File: src/rtl/seq_signed_divider.sv
// seq_signed_divider: multi-cycle signed restoring divider, one quotient bit per clock
module seq_signed_divider #(
  parameter int DIVIDEND_W = 16,
  parameter int DIVISOR_W  = 8
) (
  input  logic                  clk,
  input  logic                  rst_n,
  input  logic                  start,
  input  logic [DIVIDEND_W-1:0] dividend,
  input  logic [DIVISOR_W-1:0]  divisor,
  output logic                  busy,
  output logic                  done,
  output logic [DIVIDEND_W-1:0] quotient,
  output logic [DIVISOR_W-1:0]  remainder,
  output logic                  div_by_zero,
  output logic                  overflow
);
  localparam int CW = $clog2(DIVIDEND_W);
  localparam logic [CW-1:0] LAST = CW'(DIVIDEND_W - 1);
  typedef enum logic [1:0] {IDLE, CALC, FIX} state_t;
  state_t state, state_nx;
  logic [DIVIDEND_W-1:0] dvd;
  logic [DIVISOR_W-1:0]  dvs;
  logic [DIVISOR_W:0]    pr, pr_sh;
  logic [CW-1:0]         cnt;
  logic                  sign_q, sign_r, ge, dz, ov;
  logic [DIVIDEND_W-1:0] q_fix;
  logic [DIVISOR_W-1:0]  r_fix;
  assign busy = state != IDLE;
  // state register
  always_ff @(posedge clk or negedge rst_n)
    if (!rst_n) state <= IDLE;
    else state <= state_nx;
  // next state: accept in IDLE, iterate DIVIDEND_W times, one sign-fix cycle
  always_comb begin
    state_nx = state;
    state_nx = state == IDLE ? (start ? CALC : IDLE) :
               state == CALC ? (cnt == LAST ? FIX : CALC) : IDLE;
  end
  // trial subtraction and sign/flag resolution; with a zero divisor every trial
  // succeeds, so pr ends holding the low dividend magnitude bits and the signed
  // remainder path reproduces dividend[DIVISOR_W-1:0]
  always_comb begin
    pr_sh = (DIVISOR_W+1)'({pr, dvd[DIVIDEND_W-1]});
    ge    = pr_sh >= {1'b0, dvs};
    dz    = dvs == '0;
    ov    = sign_r && !sign_q && dvs == DIVISOR_W'(1) &&
            dvd == {1'b1, {(DIVIDEND_W-1){1'b0}}};
    q_fix = dz ? {sign_r, {(DIVIDEND_W-1){!sign_r}}} : (sign_q ? -dvd : dvd);
    r_fix = sign_r ? -pr[DIVISOR_W-1:0] : pr[DIVISOR_W-1:0];
  end
  // datapath: capture magnitudes, shift quotient bits into dvd, register results
  always_ff @(posedge clk or negedge rst_n)
    if (!rst_n) begin
      dvd         <= '0;
      dvs         <= '0;
      pr          <= '0;
      cnt         <= '0;
      sign_q      <= 1'b0;
      sign_r      <= 1'b0;
      done        <= 1'b0;
      quotient    <= '0;
      remainder   <= '0;
      div_by_zero <= 1'b0;
      overflow    <= 1'b0;
    end else begin
      done <= state == FIX;
      if (state == IDLE && start) begin
        dvd    <= dividend[DIVIDEND_W-1] ? -dividend : dividend;
        dvs    <= divisor[DIVISOR_W-1] ? -divisor : divisor;
        sign_q <= dividend[DIVIDEND_W-1] ^ divisor[DIVISOR_W-1];
        sign_r <= dividend[DIVIDEND_W-1];
        pr     <= '0;
        cnt    <= '0;
      end else if (state == CALC) begin
        pr  <= ge ? pr_sh - {1'b0, dvs} : pr_sh;
        dvd <= {dvd[DIVIDEND_W-2:0], ge};
        cnt <= cnt + 1'b1;
      end else if (state == FIX) begin
        quotient    <= q_fix;
        remainder   <= r_fix;
        div_by_zero <= dz;
        overflow    <= ov;
      end
    end
endmodule

File: config.mk
export PLATFORM = sky130hd
export DESIGN_NAME = seq_signed_divider
export DESIGN_NICKNAME = d
export VERILOG_FILES = /design/src/rtl/seq_signed_divider.sv
export SDC_FILE = /design/constraint.sdc
export NUM_CORES = 1
export LEC_CHECK = 0
export BUFFER_PORTS_ARGS = -buffer_cell sky130_fd_sc_hd__clkbuf_2
export CORE_MARGIN = 2
export CORE_UTILIZATION = 52
export CTS_BUF_LIST = sky130_fd_sc_hd__clkbuf_4 sky130_fd_sc_hd__clkbuf_8
export DETAILED_ROUTE_END_ITERATION = 8
export PLACE_DENSITY = 0.88
export SLEW_MARGIN = 5
export SYNTH_ARGS = -nofsm -noshare
export SYNTH_HDL_FRONTEND = slang
export SYNTH_SLANG_ARGS = --single-unit
export TNS_END_PERCENT = 50
File: constraint.sdc
create_clock -name clk -period 2.3 [get_ports clk]
set_input_delay 0.115 -clock clk [delete_from_list [all_inputs] [get_ports clk]]
set_output_delay 0.115 -clock clk [all_outputs]
set_load 0.005 [all_outputs]
**After elaboration in Yosys (flattened, before gate mapping)**

Cells that the tools add are included.
W data, S select, Z words.

- Add/sub/neg operators: 6
- Reductions and logical operators: 11
- Equality and inequality tests: 5
- Muxes and demuxes: 16
- Magnitude comparators: 1
- Multipliers: 0
- Div/mod/pow operators: 0
- Shifts and indexed selects: 0
- Bitwise gates (word level): 3

Operators with widths:

| kind | number |
|---|---|
| $mux W16 | 5 |
| $mux W8 | 5 |
| $neg A16 Y16 | 2 |
| $eq A16 B16 Y1 const B | 1 |
| $neg A8 Y8 | 2 |
| $ge A9 B8 Y1 | 1 |
| $eq A8 B1 Y1 const B | 1 |
| $logic_not A8 Y1 | 1 |
| $mux W4 | 2 |
| $sub A8 B8 Y8 | 1 |
| $mux W2 | 3 |
| $add A4 B1 Y4 const B | 1 |
| $eq A4 B4 Y1 const B | 1 |
| $logic_and A1 B1 Y1 | 4 |
| $reduce_bool A2 Y1 | 2 |
| $reduce_and A3 Y1 | 1 |
| $eq A2 B1 Y1 const B | 1 |
| $eq A2 B2 Y1 const B | 1 |
| $logic_not A1 Y1 | 2 |
| $logic_not A2 Y1 | 1 |
| $not A1 Y1 | 2 |
| $mux W1 | 1 |
| $xor A1 B1 Y1 | 1 |

- Output and inout port bits: 28
- RAM bits: 0
- Flip-flop bits (word level): 67
- Bits of input ports: 27
- Memories kept: 0
- Bits in latches: 0
- Bits in read-only memories: 0

**Logic depth before layout (Yosys ltp)**

Gate-level depths: netlist of run 1.

- Depth after elaboration: 4
- Mapped depth: 9

**Worst setup path before layout of run 1**

No wires, ideal clock.

- Kind: register to register
- Start: register pr[3]
- End: register pr[0]
- Path buffers: 0
- Stages on the path, launching flop included: 7
- Path slack: 87 ps
- Arrival time: 2092 ps
- Library setup time: 121 ps
- Clock period less this slack: 2213 ps
- Path through: dfrtp_1 -> ha_1 -> and4_1 -> and2_1 -> a221oi_2 -> mux2i_1 -> a22o_1

- Word-level cells in the longest chain between the ends: 4

Ends and longest elaborated chain:

| item | line | source |
|---|---|---|
| start: declaration | 24 | `logic [DIVISOR_W:0] pr, pr_sh;` |
| start signal: assignment | 76 | `pr <= ge ? pr_sh - {1'b0, dvs} : pr_sh;` |
| $ge A9 B8 Y1 | 45 | `ge = pr_sh >= {1'b0, dvs};` |
| $mux W8 | 76 |  |
| $mux W8 | 75 | `end else if (state == CALC) begin` |
| $mux W8 | 68 | `if (state == IDLE && start) begin` |

Every way passes these cells. The select of a mux whose other input is x is not followed.
A chain may end at the register's enable or synchronous reset.

**Worst setup path after layout of run 1**

- Start: register pr[4]
- End: register pr[6]

- Word-level cells in the longest chain between the ends: 4
- Elaborated cells between the ends (all ways): 5

Ends and longest elaborated chain:

| item | line |
|---|---|
| $sub A8 B8 Y8 or $ge A9 B8 Y1 (tied branches) | 76, 45 |
| $mux W8 (*) | 76 |
| $mux W8 (*) | 75 |
| $mux W8 (*) | 68 |

Mark *: on every way between the ends. The rest lies on a longest branch, timed or not. The select of a mux whose other input is x is not followed.

==> run_results.csv, run 1 <==
group,metric,value,unit
yosys,synth_top_cell_by_area,"dfrtp_1",
finish,final_core_utilization,62.7,%
clock_tree,cts_buffer_depth,2,
yosys,synth_top_cell_area_share,40.7,%
flow_run,drv_cap,0,
sta,relSlewSlack,35.9,%
worst_setup_path,critical_path.cell_chain,"ha_1 -> inv_1 -> o31ai_1 -> a221oi_2 -> buf_4 -> a311o_1 -> nand3_1",
placed_design,place_inst,634,
sta,tns,0,ps
yosys,synth.most_common_cell,"nand2_1",
worst_setup_path,cpPeakStageDelay,480,ps
yosys,avgSynthCellArea,8.49,um2
die,die-area,0.00865,mm2
placed_design,place_ws,-11.1,ps
sta,final_max_slew_viol_count,0,
worst_setup_path,r2r_slack,70,ps
sta,max_freq,449,MHz
route,routedWlPerCell,15.2,um
power_and_ir_drop,leakagePower,2.21,nW
route,route.vias.total,3721,
route,drcViolationCount,0,
finish,area_growth,17.0,%
finish,antenna_cells,0,
worst_hold_path,hold_depth,4,
power_and_ir_drop,p_per_area,1420,mW/mm2
finish,fin_area,0.00482,mm2
worst_setup_path,reg2reg_to,"pr[6]$_DFFE_PN0P_",
global_route,grt_pass1_wl,16100,um
global_route,gr-total-overflow,0,
yosys,synth_area,0.00412,mm2
yosys,ys_seq_area_share,40.7,%
global_route,grt_max_degree,68,
worst_hold_path,worstHoldPathType,"primary input to register",
die,ios,55,
worst_setup_path,r2r_start,"pr[4]$_DFFE_PN0P_",
sta,holdWs,69.9,ps
worst_setup_path,worstPathArrival,2510,ps
sta,finalSetupViolations,0,
worst_setup_path,reg2reg_depth,7,
clock_tree,numCtsBuffers,9,
global_route,grt_pass1_vias,3342,
die,die_x,93,um
yosys,synth.area.top_cells,"dfrtp_1 (41%), nand2_1 (8.2%), o21ai_0 (7.7%)",
clock_tree,post_cts_buffers,0,
worst_hold_path,hp-start,"divisor[6]",
yosys,syn_nets,526,
route,dr.first_iter.drc_count,273,
yosys,synth_seq_cells,67,
worst_setup_path,cp_slowest_cell,"o31ai_1",
route,postRouteAntennaNets,0,
worst_setup_path,critPathKind,"register to register",
yosys,ys_async_sr_fraction,100,%
route,via_per_inst,5.72,
die,fp-row-count,32,
placed_design,gp_congestion,0.893,
power_and_ir_drop,p_total,6.85,mW
status,run_status,"completed",
route,first_pass_iters,5,
clock_tree,worst_skew_pair.late_latency,350,ps
yosys,synth_cell_types,46,
finish,final.fill_count,654,
sta,tightest_slew,962,ps
yosys,yosys_warnings,0,
finish,post_layout_nonfiller_instances,651,
die,start_util,53.6,%
worst_setup_path,cp.required,2580,ps
sta,fin_ws,70.5,ps
clock_tree,cts_tree,"built",
clock_tree,htreeDepth,3,
power_and_ir_drop,vdd_drop_max,590,uV
finish,drive_gt1_share,18.9,%
placed_design,io_buffers,54,
worst_setup_path,crit_fanout,8,
worst_hold_path,hold_path_end,"dvs[7]$_DFFE_PN0P_",
placed_design,dpl_cell_area,0.00456,mm2
clock_tree,cts_root_buf,"clkbuf_8",
sta,skew,9.21,ps
sta,period_share,96.9,%
finish,finalNetCount,585,
global_route,antenna_found_initial,0,
die,core-area,0.00769,mm2
yosys,synth_edf_count,0,
die,die_y,93,um
sta,final-hold-violation-count,0,
yosys,netlist_instances,485,
yosys,synthFlopType,"dfrtp_1",
sta,post-route-min-period,2230,ps
yosys,synth_common_cells,"nand2_1 (90), dfrtp_1 (67), o21ai_0 (63)",
worst_setup_path,start_kind,"register",
clock_tree,cts_sinks,67,
placed_design,dpl.hpwl,7120,um
clock_tree,path_clk_slew,70,ps
global_route,grt_use_total,23.2,%
route,wirelength,9900,um
worst_setup_path,worstSetupEndpointType,"register",
-- worst max path at each step --
stage	start	to	slack, ps	cells after the start
detailed placement	dvd[6]$_DFFE_PN0P_	quotient[10]$_DFFE_PN0P_	-10	5
global placement	dvd[6]$_DFFE_PN0P_	quotient[10]$_DFFE_PN0P_	120	5
CTS	dvd[15]$_DFFE_PN0P_	pr[6]$_DFFE_PN0P_	10	9
global route	dvd[6]$_DFFE_PN0P_	quotient[10]$_DFFE_PN0P_	-4	5
finish	pr[4]$_DFFE_PN0P_	pr[6]$_DFFE_PN0P_	70	7
floorplan	pr[3]$_DFFE_PN0P_	pr[0]$_DFFE_PN0P_	90	6
-- routing by layer --
layer | GRT usage, % | wire length, um | vias to the layer above
met1 | 34.3 | 4570 | 1742
met3 | 2.74 | 628 | 21
met5 | 0 | 0 | -
met4 | 8.95 | 184 | 0
met2 | 35.1 | 4530 | 147
li1 | - | - | 1811
-- flip-flops by register name, indices dropped and copies added (netlist names), 2 cells and up --
name,flops
cnt,4
dvd,16
dvs,8
pr,8
quotient,16
remainder,8
state,2
-- logic make-up (layout without fill, tap and decap cells) --
| kind of cell | count (synthesis) | count (layout) | share of synthesized area, % |
|---|---|---|---|
| and+or+nand+nor | 183 | 183 | 21.2 |
| AOI/OAI and AO/OA | 119 | 119 | 17.6 |
| DFF | 67 | 67 | 40.7 |
| buffers and inverters | 50 | 114 | 4.59 |
| xor gates and xnor gates | 39 | 39 | 8.29 |
| adders and majority gates | 14 | 14 | 4.44 |
| muxes | 13 | 13 | 3.19 |
-- worst max-delay path: cells and delay by family, from the launching register on --
family	cells	cell delay (ps)
AND/OR/NAND/NOR	1	90
buffers and inverters	2	340
AO/OA/AOI/OAI	3	970
flip-flops	1	410
adder cells (fa/ha/maj)	1	350
-- cell usage in the layout (no fill, tap or decap), types with 2 or more instances in the layout --
cell / instances
o31ai_1: 11
and2_1: 3
nor4_1: 2
a22o_1: 2
buf_4: 19
nor3_2: 2
a31oi_1: 4
dfrtp_1: 67
nor2b_1: 6
a21oi_1: 19
and3_1: 12
nor3_1: 7
bufinv_16: 2
nand2b_1: 5
a22oi_1: 2
a31o_2: 2
or3_1: 13
clkbuf_8: 11
nand2_1: 90
o21ai_0: 63
nand3_1: 13
xor2_1: 22
nor2_1: 18
clkbuf_2: 54
inv_1: 23
or4_1: 4
ha_1: 13
mux2i_1: 12
o41ai_1: 6
or2_2: 2
xnor2_1: 17
-- power breakdown --
group / switching (mW) / total, mW / internal, mW
Clock: 0.437 / 1.12 / 0.680
Sequential: 0.487 / 2.17 / 1.68
Combinational: 1.98 / 3.57 / 1.59
Total: 2.90 / 6.85 / 3.95
-- repair_timing --
action	4_1_cts	5_1_grt
resized for setup	1	4
pin swaps	0	1
endpoints found under the hold margin	67	0
endpoints found under the setup margin	1	3
hold buffers	1	0
-- area by class of cell --
cell class,count,area (um2),share of cell area [%]
clock buffers,12,159,3.30
clock inverters,4,72.6,1.51
inverters,24,90.1,1.87
multi-input cells,368,2270,47.1
flip-flops and latches,67,1680,34.8
well taps,102,128,2.65
repair buffers,74,423,8.77
No activity file was read; power rests on OpenSTA's default activity.
==> run 2: changes to the inputs <==
==> constraint.sdc (replaced) <==
create_clock -name clk -period 2.3 [get_ports clk]
set_input_delay 0 -clock clk [delete_from_list [all_inputs] [get_ports clk]]
set_output_delay 0 -clock clk [all_outputs]
set_load 0.005 [all_outputs]
==> run_results.csv, run 2 (synthesis gave the netlist of run 1 again) <==
group,metric,value,unit
worst_setup_path,critPathKind,"register to register",
global_route,grt_pass1_wl,15500,um
placed_design,io_buffers,54,
route,drcViolationCount,0,
placed_design,gp_congestion,0.893,
clock_tree,path_clk_slew,70,ps
clock_tree,htreeDepth,3,
status,run_status,"completed",
route,routedWlPerCell,14.1,um
worst_setup_path,crit_fanout,8,
global_route,gr-total-overflow,0,
finish,final.fill_count,644,
worst_setup_path,r2r_slack,130,ps
finish,drive_gt1_share,18.4,%
power_and_ir_drop,p_per_area,1370,mW/mm2
worst_setup_path,worstSetupEndpointType,"register",
worst_setup_path,cp.required,2540,ps
worst_setup_path,critical_path.cell_chain,"ha_1 -> inv_1 -> o31ai_1 -> a221oi_2 -> buf_4 -> a31o_2 -> o211ai_1",
route,via_per_inst,5.61,
global_route,grt_pass1_vias,3388,
worst_setup_path,reg2reg_to,"pr[5]$_DFFE_PN0P_",
finish,seq_area,0.00168,mm2
finish,finalNetCount,591,
worst_setup_path,worstPathArrival,2410,ps
die,die_y,93,um
sta,finalSetupViolations,0,
die,start_util,53.6,%
worst_hold_path,hold_depth,4,
route,dr.first_iter.drc_count,275,
die,die_x,93,um
power_and_ir_drop,vdd_drop_max,506,uV
worst_setup_path,cpPeakStageDelay,450,ps
clock_tree,cts_buffer_depth,2,
route,postRouteAntennaNets,0,
die,ios,55,
clock_tree,cts_root_buf,"clkbuf_8",
sta,relSlewSlack,37.7,%
finish,antenna_cells,0,
clock_tree,cts_tree,"built",
flow_run,drv_cap,0,
worst_hold_path,hp-start,"divisor[2]",
worst_setup_path,reg2reg_depth,7,
route,route.vias.total,3680,
sta,skew,5.54,ps
global_route,grt_max_degree,39,
sta,tightest_slew,935,ps
die,die-area,0.00865,mm2
power_and_ir_drop,p_total,6.59,mW
worst_setup_path,start_kind,"register",
worst_hold_path,hold_path_end,"dvs[2]$_DFFE_PN0P_",
clock_tree,numCtsBuffers,9,
placed_design,dpl.hpwl,7110,um
clock_tree,cts_sinks,67,
sta,max_freq,461,MHz
global_route,antenna_found_initial,0,
finish,final_cell_mix,"nand2_1 (90), dfrtp_1 (67), o21ai_0 (63)",
sta,grt_setup_unrepaired,"no",
finish,top_regs,"dvd (16), quotient (16)",
route,wirelength,9260,um
worst_hold_path,worstHoldPathType,"primary input to register",
global_route,grt_use_total,22.1,%
sta,post-route-min-period,2170,ps
clock_tree,worst_skew_pair.late_latency,340,ps
finish,fin_area,0.00483,mm2
sta,period_share,94.3,%
sta,tns,0,ps
worst_setup_path,cp_slowest_cell,"o31ai_1",
worst_setup_path,cp_top_family,"compound AO/OA/AOI/OAI gates",
worst_setup_path,path_buf_inv,2,
worst_setup_path,r2r_start,"pr[4]$_DFFE_PN0P_",
finish,final_common_cell,"nand2_1",
route,first_pass_iters,7,
finish,multi_input_area,0.00227,mm2
finish,area_growth,17.3,%
sta,final-hold-violation-count,0,
sta,final_max_slew_viol_count,0,
clock_tree,post_cts_buffers,0,
power_and_ir_drop,leakagePower,2.22,nW
die,fp-row-count,32,
die,core-area,0.00769,mm2
placed_design,dpl_cell_area,0.00457,mm2
-- run 2: stage by stage --
stage	instances	worst slack (ps)	utilization (%)	hold slack, ps
finish	656	132	62.8	9.04
global route	656	30.3	62.8	33.8
CTS	656	84.7	62.6	4.14
detailed placement	635	114	59.4	50.9
global placement	635	97.6	59.4	44.8
floorplan	485	87.4	-	-296
-- run 2: repair_timing --
item | 4_1_cts | 5_1_grt
hold buffers | 6 | 0
endpoints found under the hold margin | 31 | 0
endpoints found under the setup margin | 0 | 3
gates resized for setup | 0 | 3
-- run 2: area by class of cell --
| class | count | area share, % |
|---|---|---|
| well taps | 102 | 2.64 |
| repair buffers | 80 | 9.95 |
| flip-flops and latches | 67 | 34.7 |
| multi-input cells | 368 | 47.0 |
| clock inverters | 3 | 0.829 |
| clock buffers | 12 | 3.03 |
| inverters | 24 | 1.87 |
-- run 2: how the worst max path moves through the flow --
stage                         from                       end  slack, ps  cells after the start
6_report         pr[4]$_DFFE_PN0P_         pr[5]$_DFFE_PN0P_        130                      7
3_3_place_gp    dvd[6]$_DFFE_PN0P_  quotient[10]$_DFFE_PN0P_        100                      5
4_1_cts         dvd[5]$_DFFE_PN0P_  quotient[10]$_DFFE_PN0P_         80                      5
5_1_grt        dvd[15]$_DFFE_PN0P_         pr[6]$_DFFE_PN0P_         30                      9
2_1_floorplan    pr[3]$_DFFE_PN0P_         pr[0]$_DFFE_PN0P_         90                      6
3_5_place_dp    dvd[5]$_DFFE_PN0P_  quotient[10]$_DFFE_PN0P_        110                      5
-- run 2: where the power goes --
group	internal (mW)	switching, mW	leakage (nW)
Clock	0.527	0.400	0.100
Sequential	1.68	0.468	0.766
Combinational	1.59	1.93	1.35
Total	3.80	2.80	2.22
-- run 2: metal layers --
metal  wire, um  vias to the layer above  GRT usage [%]
met4        144                        0           8.21
met1       4370                     1707           32.9
met5          0                        -              0
li1           -                     1822              -
met2       4180                      137           33.3
met3        555                       14           2.74
-- run 2: worst min-delay path, delay by kind of cell --
family	cells	cell delay, ps
buffers and inverters	1	110
XOR/XNOR	1	70
AO/OA/AOI/OAI	1	70
AND/OR/NAND/NOR	1	60
